--- src/rtl/gen_reduce.sv ---
// rtl/gen_reduce.sv - drains a generator stream and reduces it to sum/count/min/max
// Starts the upstream generator, accumulates every accepted element, then offers one result.
module gen_reduce #(
  parameter int WIDTH = 32,
  parameter int ACC_W = 48,
  parameter int CNT_W = 16
) (
  input  logic             _clock,
  input  logic             _reset,
  input  logic             _start,
  output logic             _up_start,
  output logic             _up_ready,
  input  logic             _up_valid,
  input  logic             _up_done,
  input  logic [WIDTH-1:0] _up_0,
  input  logic             _ready,
  output logic             _valid,
  output logic             _done,
  output logic [ACC_W-1:0] _sum,
  output logic [CNT_W-1:0] _count,
  output logic [WIDTH-1:0] _min,
  output logic [WIDTH-1:0] _max,
  output logic             _empty,
  output logic             _cnt_sat
);

  typedef enum logic [2:0] {
    IDLE    = 3'd0,
    CALL    = 3'd1,
    CONSUME = 3'd2,
    RESULT  = 3'd3,
    FIN     = 3'd4
  } state_t;

  state_t state;

  logic signed [ACC_W-1:0] elem_ext;
  logic                    take;
  logic                    cnt_full;
  logic                    elem_lt_min;
  logic                    elem_gt_max;

  assign elem_ext    = ACC_W'($signed(_up_0));
  assign take        = (state == CONSUME) && _up_valid;
  assign cnt_full    = &_count;
  assign elem_lt_min = $signed(_up_0) < $signed(_min);
  assign elem_gt_max = $signed(_up_0) > $signed(_max);

  always_ff @(posedge _clock or negedge _reset) begin
    if (!_reset) begin
      state     <= IDLE;
      _up_start <= 1'b0;
      _up_ready <= 1'b0;
      _valid    <= 1'b0;
      _done     <= 1'b0;
      _sum      <= '0;
      _count    <= '0;
      _min      <= '0;
      _max      <= '0;
      _empty    <= 1'b0;
      _cnt_sat  <= 1'b0;
    end else if (_start) begin
      // A new call always wins; any run in progress is dropped silently.
      state     <= CALL;
      _up_start <= 1'b1;
      _up_ready <= 1'b0;
      _valid    <= 1'b0;
      _done     <= 1'b0;
      _sum      <= '0;
      _count    <= '0;
      _min      <= '0;
      _max      <= '0;
      _empty    <= 1'b1;
      _cnt_sat  <= 1'b0;
    end else begin
      case (state)
        IDLE: begin
        end
        CALL: begin
          // _up_done may still be high from the previous upstream run; ignore it here.
          _up_start <= 1'b0;
          _up_ready <= 1'b1;
          state     <= CONSUME;
        end
        CONSUME: begin
          if (take) begin
            _sum   <= _sum + elem_ext;
            _empty <= 1'b0;
            if (cnt_full) begin
              _cnt_sat <= 1'b1;
            end else begin
              _count <= _count + 1'b1;
            end
            if (_empty || elem_lt_min) begin
              _min <= _up_0;
            end
            if (_empty || elem_gt_max) begin
              _max <= _up_0;
            end
          end
          if (_up_done) begin
            _up_ready <= 1'b0;
            _valid    <= 1'b1;
            state     <= RESULT;
          end
        end
        RESULT: begin
          if (_ready) begin
            _valid <= 1'b0;
            _done  <= 1'b1;
            state  <= FIN;
          end
        end
        FIN: begin
          _done <= 1'b0;
          state <= IDLE;
        end
        default: begin
          state <= IDLE;
        end
      endcase
    end
  end

endmodule
--- config.mk ---
export PLATFORM = sky130hd
export DESIGN_NAME = gen_reduce
export DESIGN_NICKNAME = d
export VERILOG_FILES = /design/src/rtl/gen_reduce.sv
export SDC_FILE = /design/constraint.sdc
export NUM_CORES = 1
export LEC_CHECK = 0
export BUFFER_PORTS_ARGS = -buffer_cell sky130_fd_sc_hd__buf_2
export CORE_AREA = 4 4 156 143
export DETAILED_ROUTE_END_ITERATION = 8
export DIE_AREA = 0 0 160 147
export HOLD_SLACK_MARGIN = 0.06
export PLACE_DENSITY = 0.71
export SYNTH_ARGS = -nofsm -noshare
export SYNTH_HDL_FRONTEND = slang
export SYNTH_SLANG_ARGS = --single-unit
--- constraint.sdc ---
create_clock -name _clock -period 3.3 [get_ports _clock]
set_input_delay 0.66 -clock _clock [delete_from_list [all_inputs] [get_ports _clock]]
set_output_delay 0.66 -clock _clock [all_outputs]
set_load 0.02 [all_outputs]
==> metrics.md, run 1 <==
| Metric | Value |
|---|---|
| Post-Synth Simple-Gate Area | `0.151` |
| Max_cap viols | `0` |
| First-pass GRT wire length | `around 44 mm` |
| DR iter-0 viols | `532` |
| Most used cell, CP | `a21o_1` |
| Primary FF master, synth | `dfrtp_1` |
| Crit end category | `flop` |
| Hold-fix buffers, CTS | `0` |
| Starting density of the core | `0.471` |
| Critical path class | `flop to flop` |
| Critical Path Fanout Max | `21` |
| Post-layout nets | `1419` |
| FF/Latch Area | `around 3400 um2` |
| Ant diodes | `0` |
| Vias per inst | `5.62` |
| Layout area overhead | `21.4%` |
| Seq/Total Area, Yosys | `0.352` |
| Final Hold Vio Count | `0` |
| Main combinational cell family by area after synthesis | `compound AO/OA/AOI/OAI gates` |
| Final period util | `0.934` |
| Yosys reg bits | `approximately 140` |
| Via count | `8669` |
| Post-DP HPWL | `around 21 mm` |
| Fin worst setup slack | `approximately 0.22 ns` |
| CP peak stage delay | `0.41 ns` |
| WP data arrival | `~3.4 ns` |
| Worst Skew | `0.0159 ns` |
| Largest net degree at the start of global routing | `58` |
| Relative slew slack | `0.511` |
| Post-route DRC | `0` |
| Die width | `approximately 160 um` |
| Cts bufs inserted | `17` |
| # setup viols final | `0` |
| Root Driver | `clkbuf_16` |
| Fmax | `between 300 and 400 MHz` |
| TritonCTS clock tree | `done` |
| Die Y | `about 150 um` |
| Fin crit period | `3.08 ns` |
| Initial antenna violation count | `0` |
| Clk sink count | `about 140` |
| Yosys synthesis warning count | `0` |
| Static leakage | `6.07 nW` |
| Power density cells | `432 nW/um2` |
| Setup TNS | `0 ns` |
| Core ar. | `20600 um2` |
| Placed cell areas | `between 10000 and 15000 um2` |
| Drt pass-1 iters | `4` |
| Syn_area_per_cell | `9.17 um2` |
| Placer Congestion | `roughly 0.92` |
| # fillers | `1862` |
| Adder-Cell Fraction of Synth Area | `0.145` |
| Synthesized net count | `around 1200` |
| GRT overflow | `0` |
| Req. time, crit path | `between 3 and 4 ns` |
| Row count | `50` |
| Die footprint | `about 24000 um2` |
| Post-synthesis xor/xnor area fraction | `0.0441` |
| Vias in the first global route | `roughly 8600` |
| Setup bufs post-CTS | `0` |
| DRT Wirelength | `between 20 and 30 mm` |
| Worst setup SP type | `flop` |
| CTS Buffer Depth | `2` |
| Final Core Density | `0.572` |
| Cell Area, Synth | `roughly 9700 um2` |
| Status | `completed` |
| Clk Latency, worst-skew pair | `between 0.4 and 0.5 ns` |
| Place WS | `-0.135 ns` |
| Post-synth EDFFs | `0` |
| Num ports | `172` |
| Peak VDD IR | `~0.35 mV` |
| Post-cts resize count | `0` |
| RSZ-0062 raised after global routing | `no` |
| Synth Instances | `between 1000 and 1500` |
| Total track usage | `0.227` |
| Final ANT Viol Nets | `0` |
| CP max stage cell | `a2111oi_1` |
| Final Max Tran Viols | `0` |
| Netlist cell types | `66` |
| Worst-Margin Slew | `0.729 ns` |
| Post-synthesis compound-gate area fraction | `0.183` |
| DR WL/cell | `17.4 um` |
| Share of post-route cells with drive strength above 1 | `0.257` |
| CP Cell Sequence | `inv_1, ha_1, a21o_1, a21o_1, a21oi_1, o21ai_0, nor2b_1, a2111oi_1, o2111ai_1, nand3_1, buf_12, mux2_2` |
| Fin area | `approximately 12000 um2` |
| Min-Delay Path Class | `primary input to asynchronous set/reset pin` |
| Async set-or-reset flop fraction in the synthesized netlist | `1.00` |
| Clk slew on worst S/H paths | `roughly 0.07 ns` |
| H-tree Lvls | `4` |
| Mux cell area share after synthesis | `0.0772` |
| Port bufs | `~170` |
| Area of the multi-input gates | `about 5800 um2` |
cell usage in the layout (no fill, tap or decap), drive strengths merged, types with 24 or more instances in the layout:
cell,n
nor2,62
a21o,42
inv,88
xnor2,24
buf,225
nand4,29
mux2,64
a21oi,77
dfrtp,137
nand2,83
ha,111
o21ai,83
xor2,25
nor2b,39
critical path: cells and delay by family, from the launching register on:
kind | cells | cell delay, ns
compound gates | 6 | 1.25
simple gates | 2 | 0.40
flops | 1 | 0.37
mux | 1 | 0.36
buf+inv | 2 | 0.29
fa+ha+maj | 1 | 0.28
state kept, by name, summed over array words and instances (netlist names), 3 cells and up:
| register | count |
|---|---|
| _max | 32 |
| state | 3 |
| _count | 16 |
| _sum | 48 |
| _min | 32 |
stage by stage:
step | std cells | hold slack (ns) | total power, W
3_5_place_dp | 1510 | 0.473 | 0.00317
3_3_place_gp | 1510 | 0.461 | 0.00314
5_1_grt | 1542 | 0.241 | 0.00538
6_report | 1542 | 0.204 | 0.00510
4_1_cts | 1542 | 0.216 | 0.00515
2_1_floorplan | 1061 | 0.364 | 0.00271
Yosys cell counts (all sizes together) (7+ instances only):
master  instances  area share
nor2b          39       0.025
inv            85       0.033
xor2           25       0.023
nor2           62       0.024
a31oi          10      0.0080
and2            7      0.0045
nor3           16      0.0082
ha            111        0.14
xnor2          24       0.022
and3           10      0.0064
mux2           64       0.074
o21ai          83       0.043
nand2b         11      0.0071
clkbuf         27       0.010
a22o            7      0.0063
a21o           42       0.032
buf             9      0.0051
nand3          17      0.0087
o21bai          8      0.0062
dfrtp         137        0.35
nand2          83       0.032
a21oi          77       0.040
nand4          29       0.019
layout make-up:
cell class	instances	share of cell area
multi-input combinational	803	0.495
tap	260	0.0275
clock buffer	19	0.0383
timing repair buffer	225	0.110
sequential	137	0.290
clock inverter	13	0.0121
inverter	85	0.0270
metal layers:
layer  vias to the layer above  part of all wire  track usage
met3                        38             0.059       0.0544
met2                       230              0.45        0.360
met5                         -                 0            0
met4                         0             0.023       0.0735
met1                      4177              0.47        0.310
li1                       4224                 -            -
report_power, final:
part	switching (W)	leakage (nW)	internal [W]
Sequential	0.0000980	1.82	0.00180
Clock	0.000796	0.278	0.00116
Combinational	0.000740	3.96	0.000514
Total	0.00163	6.07	0.00347
path summary, 6_finish.rpt:
| kind | start | to | slack (ns) | depth (start not counted) |
|---|---|---|---|---|
| setup / recovery | _min[25] | _min[22] | 0.22 | 12 |
| max in group asynchronous | _reset | _sum[45] | 2.29 | 2 |
| hold / removal | _reset | _sum[17] | 0.20 | 1 |
| min in group _clock | _up_start | _up_start | 0.49 | 1 |
| hold reg to reg | _up_start | _up_start | 0.49 | 1 |
| setup reg to reg | _min[25] | _min[22] | 0.22 | 12 |
cells by family (layout without fill, tap and decap cells):
family | after synthesis | count (layout)
AOI/OAI and AO/OA | 280 | 280
xor gates and xnor gates | 49 | 49
adders and majority gates | 112 | 112
buffers and inverters | 121 | 342
DFF | 137 | 137
muxes | 67 | 67
and+or+nand+nor | 295 | 295
Note: power is estimated with default switching activity, not from simulation.
==> run 2, diff against run 1 <==
--- a/config.mk
+++ b/config.mk
@@ -11,6 +11,7 @@
 export DIE_AREA = 0 0 160 147
 export HOLD_SLACK_MARGIN = 0.06
 export PLACE_DENSITY = 0.71
+export RECOVER_POWER = 25
 export SYNTH_ARGS = -nofsm -noshare
 export SYNTH_HDL_FRONTEND = slang
 export SYNTH_SLANG_ARGS = --single-unit
==> run 2 against run 1 <==
  * Die area unchanged
  * Via count increased by 0.17%
  * Register-to-register slack hardly changed
  * Core utilization fell by 0.073 points
  * The run now ends with max-slew violations left
  * Critical path depth unchanged
  * Hold slack improved by 0.28 ns
  * Clock-buffer cell count is the same
  * Highest routed layer unchanged
  * Wire length is essentially flat
  * Final area is 0.13% lower
  * Clock skew shrank 0.0026 ns
  * Final cell count did not move
  * Largest cell class unchanged
  * Sequential share of layout area barely moved
  * Critical endpoint unchanged
==> metrics.md, run 2 (synthesis results as in run 1) <==
| Metric | Value |
|---|---|
| Status | `complete, but fails checks (was completed)` |
| Die width | `160 um (unchanged)` |
| # setup viols final | `0 (unchanged)` |
| Final hold slack | `0.486 ns (was 0.204 ns)` |
| Clk sink count | `137 (unchanged)` |
| Initial antenna violation count | `0 (unchanged)` |
| GRT overflow | `0 (unchanged)` |
| Relative slew slack | `-0.000359 (was 0.511)` |
| Clk Latency, worst-skew pair | `0.43 ns (about the same)` |
| Reg2Reg Launch Point | `_min[25] (unchanged)` |
| Sw frac | `0.321 (was 0.320)` |
| Post-layout nets | `1419 (unchanged)` |
| Comb power frac | `0.245 (was 0.246)` |
| Worst-Margin Slew | `1.50 ns (was 0.729 ns)` |
| Final ANT Viol Nets | `0 (unchanged)` |
| Top reg by flops | `_sum (unchanged)` |
| DRT Wirelength | `26.8 mm (about the same)` |
| Die footprint | `23500 um2 (unchanged)` |
| CTS Buffer Depth | `2 (unchanged)` |
| DR iter-0 viols | `550 (was 532)` |
| Worst R2R End | `_min[22] (unchanged)` |
| Total track usage | `0.227 (unchanged)` |
| Min-Delay Path Depth | `1` |
| Met1 usage | `0.310 (unchanged)` |
| Hold Path Origin | `_up_start` |
| Worst setup SP type | `flop (unchanged)` |
| Crit end category | `flop (unchanged)` |
| Worst Reg-to-Reg Cells | `12 (unchanged)` |
| Post-cts resize count | `0 (unchanged)` |
| GRT busiest layer | `met2 (unchanged)` |
| Worst hold endpoint | `_up_start` |
| H-tree Lvls | `4 (unchanged)` |
| Final Hold Vio Count | `0 (unchanged)` |
| Die Y | `147 um (unchanged)` |
| Placer Congestion | `0.920 (unchanged)` |
| Num ports | `172 (unchanged)` |
| DR WL/cell | `17.4 um (about the same)` |
| Critical Path Fanout Max | `21 (unchanged)` |
| Fin crit period | `3.08 ns (about the same)` |
| Worst Skew | `0.0134 ns (was 0.0159 ns)` |
| Fin area | `11800 um2 (about the same)` |
| Commonest cells after routing, fill and taps aside | `buf_2, dfrtp_1, ha_1, inv_1, nand2_1 (unchanged)` |
| Ant diodes | `0 (unchanged)` |
| Commonest non-fill, non-tap cell in the layout | `buf_2 (unchanged)` |
| Layout area overhead | `21.3% (was 21.4%)` |
| Core ar. | `20600 um2 (unchanged)` |
| Largest net degree at the start of global routing | `58 (unchanged)` |
| Port bufs | `171 (unchanged)` |
| Seq pwr share | `0.371 (about the same)` |
| First-pass GRT wire length | `43.8 mm (unchanged)` |
| Net switching power | `0.00163 W (about the same)` |
| Share of post-route cells with drive strength above 1 | `0.257 (about the same)` |
| RSZ-0062 raised after global routing | `no (unchanged)` |
| Min-Delay Path Class | `flop to flop (was primary input to asynchronous set/reset pin)` |
| Drt pass-1 iters | `5 (was 4)` |
| Final Max Tran Viols | `14 (was 0)` |
| Hold-fix buffers, CTS | `0 (unchanged)` |
| Fmax | `325 MHz (was 324 MHz)` |
| Met2 usage | `0.360 (unchanged)` |
| Largest registers | `_sum: 48 flops, _max: 32 flops, _min: 32 flops (unchanged)` |
| Row count | `50 (unchanged)` |
| Placed insts | `1510 (unchanged)` |
| Critical path class | `flop to flop (unchanged)` |
| Req. time, crit path | `3.60 ns (about the same)` |
| Clk network pwr share | `0.383 (about the same)` |
| Power density cells | `432 nW/um2 (about the same)` |
| R2r setup slk | `0.22 ns (about the same)` |
| Setup bufs post-CTS | `0 (unchanged)` |
| WP data arrival | `3.38 ns (was 3.39 ns)` |
| Vias in the first global route | `8582 (unchanged)` |
| Static leakage | `6.06 nW (was 6.07 nW)` |
| Cts bufs inserted | `17 (unchanged)` |
| Peak VDD IR | `0.348 mV (was 0.345 mV)` |
| Final Core Density | `0.572 (about the same)` |
| Largest register FFs | `48 (unchanged)` |
| Fin cells | `1542 (unchanged)` |
| Failing checks | `max-slew violations` |
| Setup TNS | `0 ns (unchanged)` |
| Post-route DRC | `0 (unchanged)` |
| TritonCTS clock tree | `done (unchanged)` |
| Int Pwr | `0.00346 W (was 0.00347 W)` |
| Via count | `8684 (was 8669)` |
| Post-DP HPWL | `20.5 mm (unchanged)` |
| Final period util | `0.933 (was 0.934)` |
| Routing usage on met3 | `0.0544 (unchanged)` |
| Placed cell areas | `11200 um2 (unchanged)` |
| Clk slew on worst S/H paths | `0.06 ns (was 0.07 ns)` |
| Starting density of the core | `0.471 (unchanged)` |
| Root Driver | `clkbuf_16 (unchanged)` |
| Max_cap viols | `0 (unchanged)` |
| Vias per inst | `5.63 (was 5.62)` |
[run 2: cell count changes in the layout (fill, tap and decap cells not counted), sizes merged]
| cell | previous run | this run |
|---|---|---|
| buf | 225 | 221 |
| clkbuf | 19 | 23 |
[run 2: cell type report]
type                            instances  area, um2
Fill cell                            1865       8840
Clock buffer                           19        453
Multi-Input combinational cell        803       5840
Tap cell                              260        325
Sequential cell                       137       3430
Inverter                               85        319
Clock inverter                         13        143
Timing Repair Buffer                  225       1290
[run 2: critical path: stages (launching register included)]
cell and delay (ns):
dfrtp_1 0.37, inv_1 0.06, ha_1 0.28, a21o_1 0.18
a21o_1 0.17, a21oi_1 0.14, o21ai_0 0.16, nor2b_1 0.18
a2111oi_1 0.41, o2111ai_1 0.19, nand3_1 0.22, buf_12 0.23
mux2_2 0.36
[run 2: worst max-delay path by stage]
stage | startpoint | to | slack [ns]
after global routing | _min[25] | _min[22] | 0.07
after global placement | _up_0[25] | _min[3] | -0.04
final | _min[25] | _min[22] | 0.22
after detailed placement | _up_0[25] | _min[11] | -0.13
after floorplan | _up_0[0] | _sum[40] | 0.34
after CTS | _min[25] | _min[22] | 0.24
[run 2: per-stage QoR]
step / total power [W] / worst slack [ns]
after floorplan: 0.00271 / 0.343
after global placement: 0.00314 / -0.0427
after detailed placement: 0.00317 / -0.135
after CTS: 0.00515 / 0.237
after global routing: 0.00537 / 0.0733
final: 0.00510 / 0.221
[run 2: power by group through the flow]
stage | Clock [W] | Sequential [W] | Combinational, W
after floorplan | 0 | 0.00204 | 0.000664
after global placement | 0 | 0.00192 | 0.00123
after detailed placement | 0 | 0.00192 | 0.00125
after CTS | 0.00199 | 0.00189 | 0.00126
after global routing | 0.00208 | 0.00191 | 0.00138
final | 0.00195 | 0.00189 | 0.00125
[run 2: routing by layer]
metal | share of wire | wire [um]
met1 | 0.46 | 12400
met2 | 0.45 | 12100
met3 | 0.062 | 1670
met4 | 0.024 | 643
met5 | 0 | 0
